## src/rtl/uart_tx_fifo.sv

```systemverilog
// Buffered UART transmitter: a small FIFO feeds a frame serialiser
// (start, LSB-first data, optional parity, stop bits) driving a registered line.
module uart_tx_fifo #(
    parameter int BYTESIZES           = 8,
    parameter int BAUDRATE            = 9600,
    parameter int COUNTER_CLOCK_INPUT = 50_000_000,
    parameter int FIFO_DEPTH          = 16,
    parameter int PARITY              = 0,
    parameter int STOP_BITS           = 1
) (
    input  logic                          clock,
    input  logic                          nreset,
    input  logic                          valid_tx_in,
    input  logic [BYTESIZES-1:0]          data_tx_in,
    output logic                          ready_tx_out,
    output logic                          sdata_tx_out,
    output logic                          busy_tx_out,
    output logic [$clog2(FIFO_DEPTH):0]   count_tx_out
);

    localparam int DIV = COUNTER_CLOCK_INPUT / BAUDRATE;
    localparam int AW  = $clog2(FIFO_DEPTH);
    localparam int CW  = (DIV < 2) ? 1 : $clog2(DIV);
    localparam int BW  = $clog2((BYTESIZES > STOP_BITS) ? BYTESIZES : STOP_BITS) + 1;

    if (DIV < 2) begin : g_div_check
        $error("uart_tx_fifo: clock/baud ratio must be at least 2");
    end

    typedef enum logic [2:0] {S_IDLE, S_START, S_DATA, S_PAR, S_STOP} state_t;

    state_t               state;
    state_t               state_next;
    logic [BYTESIZES-1:0] mem [FIFO_DEPTH];
    logic [AW-1:0]        wr_ptr;
    logic [AW-1:0]        rd_ptr;
    logic [AW:0]          count;
    logic [CW-1:0]        baud;
    logic [BW-1:0]        bit_cnt;
    logic [BYTESIZES-1:0] shift;
    logic                 par_bit;
    logic                 full;
    logic                 push;
    logic                 pop;
    logic                 bit_end;
    logic                 line_next;

    assign full         = (count == (AW+1)'(FIFO_DEPTH));
    assign push         = valid_tx_in && !full;
    assign bit_end      = (baud == CW'(DIV - 1));
    assign ready_tx_out = !full;
    assign busy_tx_out  = (state != S_IDLE);
    assign count_tx_out = count;

    // A pop on the same edge as a full-FIFO write still drops the write,
    // because push is qualified by the pre-edge full flag.
    always_ff @(posedge clock or negedge nreset) begin
        if (!nreset) begin
            wr_ptr <= '0;
            rd_ptr <= '0;
            count  <= '0;
        end else begin
            if (push) wr_ptr <= wr_ptr + 1'b1;
            if (pop)  rd_ptr <= rd_ptr + 1'b1;
            case ({push, pop})
                2'b10:   count <= count + 1'b1;
                2'b01:   count <= count - 1'b1;
                default: count <= count;
            endcase
        end
    end

    always_ff @(posedge clock) begin
        if (push) mem[wr_ptr] <= data_tx_in;
    end

    always_comb begin
        state_next = state;
        pop        = 1'b0;
        line_next  = 1'b1;
        case (state)
            S_IDLE: begin
                if (count != '0) begin
                    pop        = 1'b1;
                    state_next = S_START;
                end
            end
            S_START: begin
                line_next = 1'b0;
                if (bit_end) state_next = S_DATA;
            end
            S_DATA: begin
                line_next = shift[0];
                if (bit_end && bit_cnt == BW'(BYTESIZES - 1))
                    state_next = (PARITY != 0) ? S_PAR : S_STOP;
            end
            S_PAR: begin
                line_next = par_bit;
                if (bit_end) state_next = S_STOP;
            end
            S_STOP: begin
                if (bit_end && bit_cnt == BW'(STOP_BITS - 1)) begin
                    if (count != '0) begin
                        pop        = 1'b1;
                        state_next = S_START;
                    end else begin
                        state_next = S_IDLE;
                    end
                end
            end
            default: state_next = S_IDLE;
        endcase
    end

    // The line is registered from the current state, so it trails the FSM by one cycle.
    always_ff @(posedge clock or negedge nreset) begin
        if (!nreset) begin
            state        <= S_IDLE;
            sdata_tx_out <= 1'b1;
            baud         <= '0;
            bit_cnt      <= '0;
            shift        <= '0;
            par_bit      <= 1'b0;
        end else begin
            state        <= state_next;
            sdata_tx_out <= line_next;
            if (state_next != state || bit_end || state == S_IDLE)
                baud <= '0;
            else
                baud <= baud + 1'b1;
            if (state_next != state)
                bit_cnt <= '0;
            else if (bit_end)
                bit_cnt <= bit_cnt + 1'b1;
            if (pop) begin
                shift   <= mem[rd_ptr];
                par_bit <= (PARITY == 2) ? ~^mem[rd_ptr] : ^mem[rd_ptr];
            end else if (state == S_DATA && bit_end) begin
                shift <= shift >> 1;
            end
        end
    end

endmodule

```

## config.mk

```make
export PLATFORM = sky130hd
export DESIGN_NAME = uart_tx_fifo
export DESIGN_NICKNAME = d
export VERILOG_FILES = /design/src/rtl/uart_tx_fifo.sv
export SDC_FILE = /design/constraint.sdc
export NUM_CORES = 1
export LEC_CHECK = 0
export ABC_AREA = 1
export BUFFER_PORTS_ARGS = -buffer_cell sky130_fd_sc_hd__buf_2
export CORE_MARGIN = 1
export CORE_UTILIZATION = 60
export CTS_BUF_LIST = sky130_fd_sc_hd__clkbuf_8
export DETAILED_ROUTE_END_ITERATION = 8
export PLACE_DENSITY = 0.84
export RECOVER_POWER = 100
export SLEW_MARGIN = 25
export SYNTH_ARGS = -nofsm -noshare
export SYNTH_HDL_FRONTEND = slang
export SYNTH_SLANG_ARGS = --single-unit
```

## constraint.sdc

```tcl
create_clock -name clock -period 2.9 [get_ports clock]
set_clock_uncertainty 0.05 [all_clocks]
set_input_delay 0.58 -clock clock [delete_from_list [all_inputs] [get_ports clock]]
set_output_delay 0.58 -clock clock [all_outputs]
set_load 0.01 [all_outputs]
```

==> results of run 1 <==
synthesized netlist by cell type, drive strengths merged (6+ instances only):
master,n
inv,69
o221ai,7
ha,12
nand3,53
xor2,17
a21oi,14
nand4,6
nor2,107
buf,23
dfrtp,42
edfxtp,128
nand2,261
o21ai,17
cells in the final DEF, fill, tap and decap left out, types with 3 or more instances in the layout:
| cell | n |
|---|---|
| ha_1 | 11 |
| o221ai_1 | 7 |
| nand3_1 | 52 |
| nand2_2 | 13 |
| buf_4 | 4 |
| nor4_1 | 4 |
| clkbuf_1 | 20 |
| nand4_1 | 6 |
| inv_2 | 3 |
| edfxtp_1 | 128 |
| clkinvlp_4 | 4 |
| clkinv_1 | 4 |
| o21ai_0 | 14 |
| clkbuf_8 | 17 |
| dfrtp_1 | 41 |
| a21oi_1 | 9 |
| nor3_1 | 3 |
| xor2_1 | 17 |
| a21oi_2 | 5 |
| nor2_1 | 104 |
| nand2_1 | 248 |
| o21ai_1 | 3 |
| inv_1 | 66 |
| clkinv_2 | 3 |
worst register-to-register path: stages (launching register included):
cell	delay [ps]
dfrtp_1	420
inv_1	100
ha_1	150
nand3_1	90
inv_1	70
nand4_1	120
nand2_1	130
nand3_2	80
inv_1	100
ha_2	220
inv_1	90
fa_1	380
nor2_1	150
a211oi_1	70
nand2_1	70
nand2_1	50
nor2_1	110
xor2_1	140
cell families after synthesis:
kind of cell / count (synthesis) / share of synthesized area, %
compound gates: 45 / 3.75
buf+inv: 95 / 5.71
fa+ha+maj: 13 / 2.18
xor+xnor: 20 / 2.34
simple gates: 436 / 23.0
flops: 171 / 63.0
worst min-delay path by stage:
stage                           end  depth (start not counted)
after CTS                  shift[4]                          1
after global placement      baud[0]                          1
after floorplan             baud[0]                          0
after detailed placement    par_bit                          2
final                     wr_ptr[0]                          3
after global routing      wr_ptr[0]                          3
layout make-up:
cell class | instances | area [µm²]
multi-input combinational | 514 | 2430
fill | 934 | 4340
sequential | 171 | 4920
inverter | 72 | 273
timing repair buffer | 25 | 110
clock inverter | 15 | 150
tap | 172 | 215
clock buffer | 17 | 234
stage by stage:
step	utilization [%]	hold slack, ps
6_report	65.8	435
5_1_grt	65.8	411
4_1_cts	66.1	231
3_5_place_dp	63.1	422
3_3_place_gp	63.1	394
2_1_floorplan	-	234
power breakdown:
| group | switching, mW | leakage (nW) | total, mW | internal [mW] |
|---|---|---|---|---|
| Sequential | 0.205 | 1.70 | 3.20 | 3.00 |
| Clock | 0.843 | 0.189 | 1.61 | 0.762 |
| Combinational | 1.99 | 1.51 | 2.83 | 0.837 |
| Total | 3.04 | 3.40 | 7.64 | 4.60 |
routing by layer:
layer,vias up,share of wire [%]
li1,2592,-
met1,2573,39
met2,220,51
met3,52,6.2
met4,0,3.3
met5,-,0
flip-flops by register name (all words and copies together) (netlist names):
register,cells
state,3
shift,8
rd_ptr,4
baud,13
bit_cnt,4
count_tx_out,5
par_bit,1
mem,128
sdata_tx_out,1
wr_ptr,4
timing repair:
| item | 4_1_cts | 5_1_grt |
|---|---|---|
| resized for setup | 0 | 1 |
| endpoints found under the setup margin | 0 | 1 |
| buffers inserted | 0 | 0 |
==> results.ini, run 1 <==
[final_layout]
final_area_um2=8330
drive_above_1_share_pct=8.11
area_growth_pct=6.78
instances_no_fill=986
antenna-diode-count=0
nNetsFinal=825

[synthesis]
async_reset_ff_share_pct=25.1
synthDistinctLibCells=38
synth_ff_type=edfxtp_1
synth-seq-cells=171
yosysWarnings=0
synth_fp_nets=804
netlist_top_cells_area=edfxtp_1 (49%), dfrtp_1 (13%), nand2_1 (12%)
syn_area_per_cell_um2=10.0
netlist_area_um2=7800
synth-edff-count=128
seq_area_frac_synth_pct=63.0
yosys.area.top_type=edfxtp_1
synthCells=780
synth_top_area_share_pct=49.2

[die]
core_um2=12700
start_util_pct=61.6
fp.dieH_um=116
die-area_um2=13500
die_w_um=116
rows=41
io_pins=19

[cts]
root_buffer=clkbuf_8
ctsHoldBuffers=0
cts_buffers=17
path_clk_slew_ps=90
cts_buffer_depth=2
cts_tree=done
clk_latency_ps=460
htreeDepth=4
clock_sinks=171

[global_routing]
grt.met2_usage_pct=45.5
grt.busiest_layer=met2
grt_start_max_net_pins=45
global_route.usage.total_pct=26.9
grtUsageMet3_pct=5.39
antenna_found_initial=0
grt_pass1_wl_um=26500
grt_pass1_vias=5491
overflow=0
use_met1_pct=32.7

[sta]
min_period_ps=2650
report.final.slew_viol_count=44
post-route-period-util_pct=91.3
worstMarginPinSlew_ps=2300
rsz0062_at_grt=no
fin_setup_tns_ps=0
final_hold_viol_count=0
finalSetupViolCount=0
setup_slack_ps=253
worst_slew_margin_rel_pct=-53.6
fmax_mhz=378

[setup_path]
ff2ff_path_depth=17
critPathCaptureType=flip-flop
crit_cells=17
critPathBufInv=4
worst_path_max_delay_cell=dfrtp_1
r2r_end=count_tx_out[4]
crit_end=count_tx_out[4]
cpPeakStageDelay_ps=420
r2r_start=bit_cnt[0]
r2r_slack_ps=250
cp_top_family=simple AND/OR/NAND/NOR gates
worstSetupStartpointType=flip-flop
startpoint=bit_cnt[0]
path_class=reg -> reg
crit_arrival_ps=2980
crit_top_cell=inv_1
required_ps=3230
path_max_fanout=4
crit_chain=inv_1, ha_1, nand3_1, inv_1, nand4_1, nand2_1, nand3_2, inv_1, ha_2, inv_1, fa_1, nor2_1, a211oi_1, nand2_1, nand2_1, nor2_1, xor2_1

[place]
pre_cts_slack_ps=251
dp_cells=954
gp_congestion=0.896
dp_hpwl_um=11200
port_buffers=18
post_dp_cell_area_um2=7990

[drt]
finalWirelength_um=16300
drt_iter0_markers=534
first_pass_iters=5
drc=0
vias=5437
drtAntennaViolNets=0
routedWlPerCell_um=16.5
vias_per_cell=5.51

[job]
maxCapViolCount=1

[power_and_ir_drop]
totalPowerFinal_mw=7.64
leakage_nw=3.40
power-per-cell-area_nw_per_um2=916
ir_worst_vdd_mv=0.494

[run_status]
violations=capacitance limit, slew limit
status=finished, violations left

[worst_hold_path]
hold_path.class=in -> reg
min-delay-start=valid_tx_in

Power figures use the tool's default switching activity.
==> run 2: changes to the inputs <==
Settings changed: CORE_UTILIZATION 60 to 56, PLACE_DENSITY 0.84 to 0.8.
==> run 2 against run 1 <==
Highest routed layer unchanged. The flow now finishes without violations. Via count rose by 0.18%. Final cell count is 0.71% higher. Worst hold slack got worse by 32 ps. Combinational power about the same. Largest power group unchanged. Global-route usage decreased by 2.4 points. Setup slack better by 21 ps. Flip-flop and latch count unchanged.
==> results.ini, run 2 (same netlist as run 1, synthesis figures left out) <==
[cts]
root_buffer=clkbuf_8
clk_latency_ps=460  ; about the same
cts_buffer_depth=2  ; unchanged
path_clk_slew_ps=80  ; about the same
cts_buffers=17  ; unchanged
clock_sinks=171  ; unchanged
cts_tree=done
htreeDepth=4  ; unchanged

[worst_hold_path]
holdPathEnd=wr_ptr[0]
hold_path.class=in -> reg
min-delay-start=valid_tx_in
min_path_cells=3  ; unchanged

[drt]
drtAntennaViolNets=0  ; unchanged
first_pass_iters=5  ; unchanged
finalWirelength_um=16000  ; -1.5%
routedWlPerCell_um=16.1  ; -2.2%
drc=0  ; unchanged
vias=5447  ; +0.18%
drt_iter0_markers=434  ; -19%
vias_per_cell=5.49  ; -0.52%

[final_layout]
fin_util_pct=62.7  ; -3.1 points
largest_register_ff_count=128  ; unchanged
drive_above_1_share_pct=8.08  ; -0.030 points
multi_input_area_um2=2440  ; +0.31%
final_common_cell=nand2_1
final_cell_mix=nand2_1 (247), edfxtp_1 (128), nor2_1 (102)
instances_no_fill=993  ; +0.71%
ff_latch_area_um2=4920  ; unchanged
fillCellCount=1067  ; +14%
antenna-diode-count=0  ; unchanged
nNetsFinal=829  ; +0.48%
largest_register=mem
reg.largest.list=mem x128, baud x13, shift x8
area_growth_pct=7.58

[die]
core_um2=13400  ; +5.8%
die-area_um2=14400  ; +7.0%
io_pins=19  ; unchanged
rows=42  ; +2.4%
start_util_pct=58.2  ; -3.4 points
die_w_um=120  ; +3.4%
fp.dieH_um=120  ; +3.4%

[setup_path]
path_max_fanout=4  ; unchanged
path_class=reg -> reg
critPathCaptureType=flip-flop
worstSetupStartpointType=flip-flop
crit_arrival_ps=2970  ; about the same
r2r_end=count_tx_out[4]
r2r_start=bit_cnt[0]
ff2ff_path_depth=17  ; unchanged
required_ps=3240  ; about the same
r2r_slack_ps=270  ; +20 ps

[sta]
post-route-period-util_pct=90.6  ; -0.71 points
fmax_mhz=381  ; +0.78%
report.final.slew_viol_count=0  ; -100%
final_hold_viol_count=0  ; unchanged
fin_setup_tns_ps=0  ; unchanged
worstMarginPinSlew_ps=984  ; -1320 ps
min_period_ps=2630  ; -20.6 ps
worst_slew_margin_rel_pct=34.3  ; +88 points
rsz0062_at_grt=no
finalSetupViolCount=0  ; unchanged

[power_and_ir_drop]
leakage_nw=3.42  ; +0.72%
power-per-cell-area_nw_per_um2=917  ; about the same
ir_worst_vdd_mv=0.453  ; -8.3%
totalPowerFinal_mw=7.70  ; +0.78%

[place]
dp_hpwl_um=10700  ; -4.2%
dp_cells=960  ; +0.63%
gp_congestion=0.929  ; +3.6%
port_buffers=18  ; unchanged

[job]
maxCapViolCount=0  ; -1

[global_routing]
antenna_found_initial=0  ; unchanged
grt_pass1_vias=5365  ; -2.3%
grt_pass1_wl_um=26600  ; +0.21%
grt_start_max_net_pins=74  ; +64%
global_route.usage.total_pct=24.5  ; -2.4 points
overflow=0  ; unchanged

[run_status]
status=completed

==> run 2: cell types whose count changed in the layout (fill, tap and decap cells not counted), sizes merged <==
cell         delta
clkinv          +2
clkinvlp        -2
buf             -1
clkbuf          +4
inv             -2
bufinv          +1
dlygate4sd3     +1
==> run 2: timing repair <==
action                     4_1_cts  5_1_grt
hold buffers                     1        0
hold endpoints to repair        11        0
resized for setup                0        4
setup endpoints to repair        0        1
buffers inserted                 0        1
==> run 2: worst max-delay path by stage <==
stage                           from               to  slack (ps)  cells after the start
final                     bit_cnt[0]  count_tx_out[4]         270                     17
after detailed placement     baud[0]  count_tx_out[4]         230                     16
after CTS                    baud[0]  count_tx_out[4]         200                     16
after floorplan           bit_cnt[0]  count_tx_out[4]         270                     18
after global routing         baud[7]  count_tx_out[4]          30                     16
after global placement    bit_cnt[0]  count_tx_out[4]         390                     17
==> run 2: stage by stage <==
step / worst slack, ps / instance area [µm²] / hold WS (ps)
floorplan: 269 / 7800 / 234
global placement: 389 / 8040 / 394
detailed placement: 226 / 8040 / 417
CTS: 201 / 8440 / 379
global route: 26.4 / 8400 / 410
finish: 274 / 8400 / 403
==> run 2: area by class of cell <==
type	instances	area share [%]
Sequential cell	171	58.6
Inverter	72	3.25
Clock inverter	14	1.86
Tap cell	176	2.62
Multi-Input combinational cell	514	29.0
Clock buffer	17	2.79
Timing Repair Buffer	29	1.83
==> run 2: per-layer routing <==
| layer | share of wire, % | track usage [%] |
|---|---|---|
| met1 | 42 | 31.0 |
| met5 | 0 | 0 |
| met2 | 49 | 40.1 |
| met3 | 6.0 | 4.42 |
| met4 | 3.3 | 12.9 |
==> run 2: worst max-delay path, cell delays in order, from the launching register on <==
cell,delay (ps)
dfrtp_1,420
inv_1,90
ha_1,140
nand3_1,70
inv_1,60
nand4_1,140
nand2_1,130
nand3_2,70
inv_1,90
ha_2,220
inv_1,90
fa_1,410
nor2_2,140
a211oi_1,70
nand2_1,70
nand2_1,40
nor2_1,100
xor2_1,150
==> run 2: where the power goes <==
group	total, mW	switching (mW)	internal [mW]
logic	2.86	1.99	0.870
registers	3.19	0.191	3.00
clock network	1.65	0.816	0.833
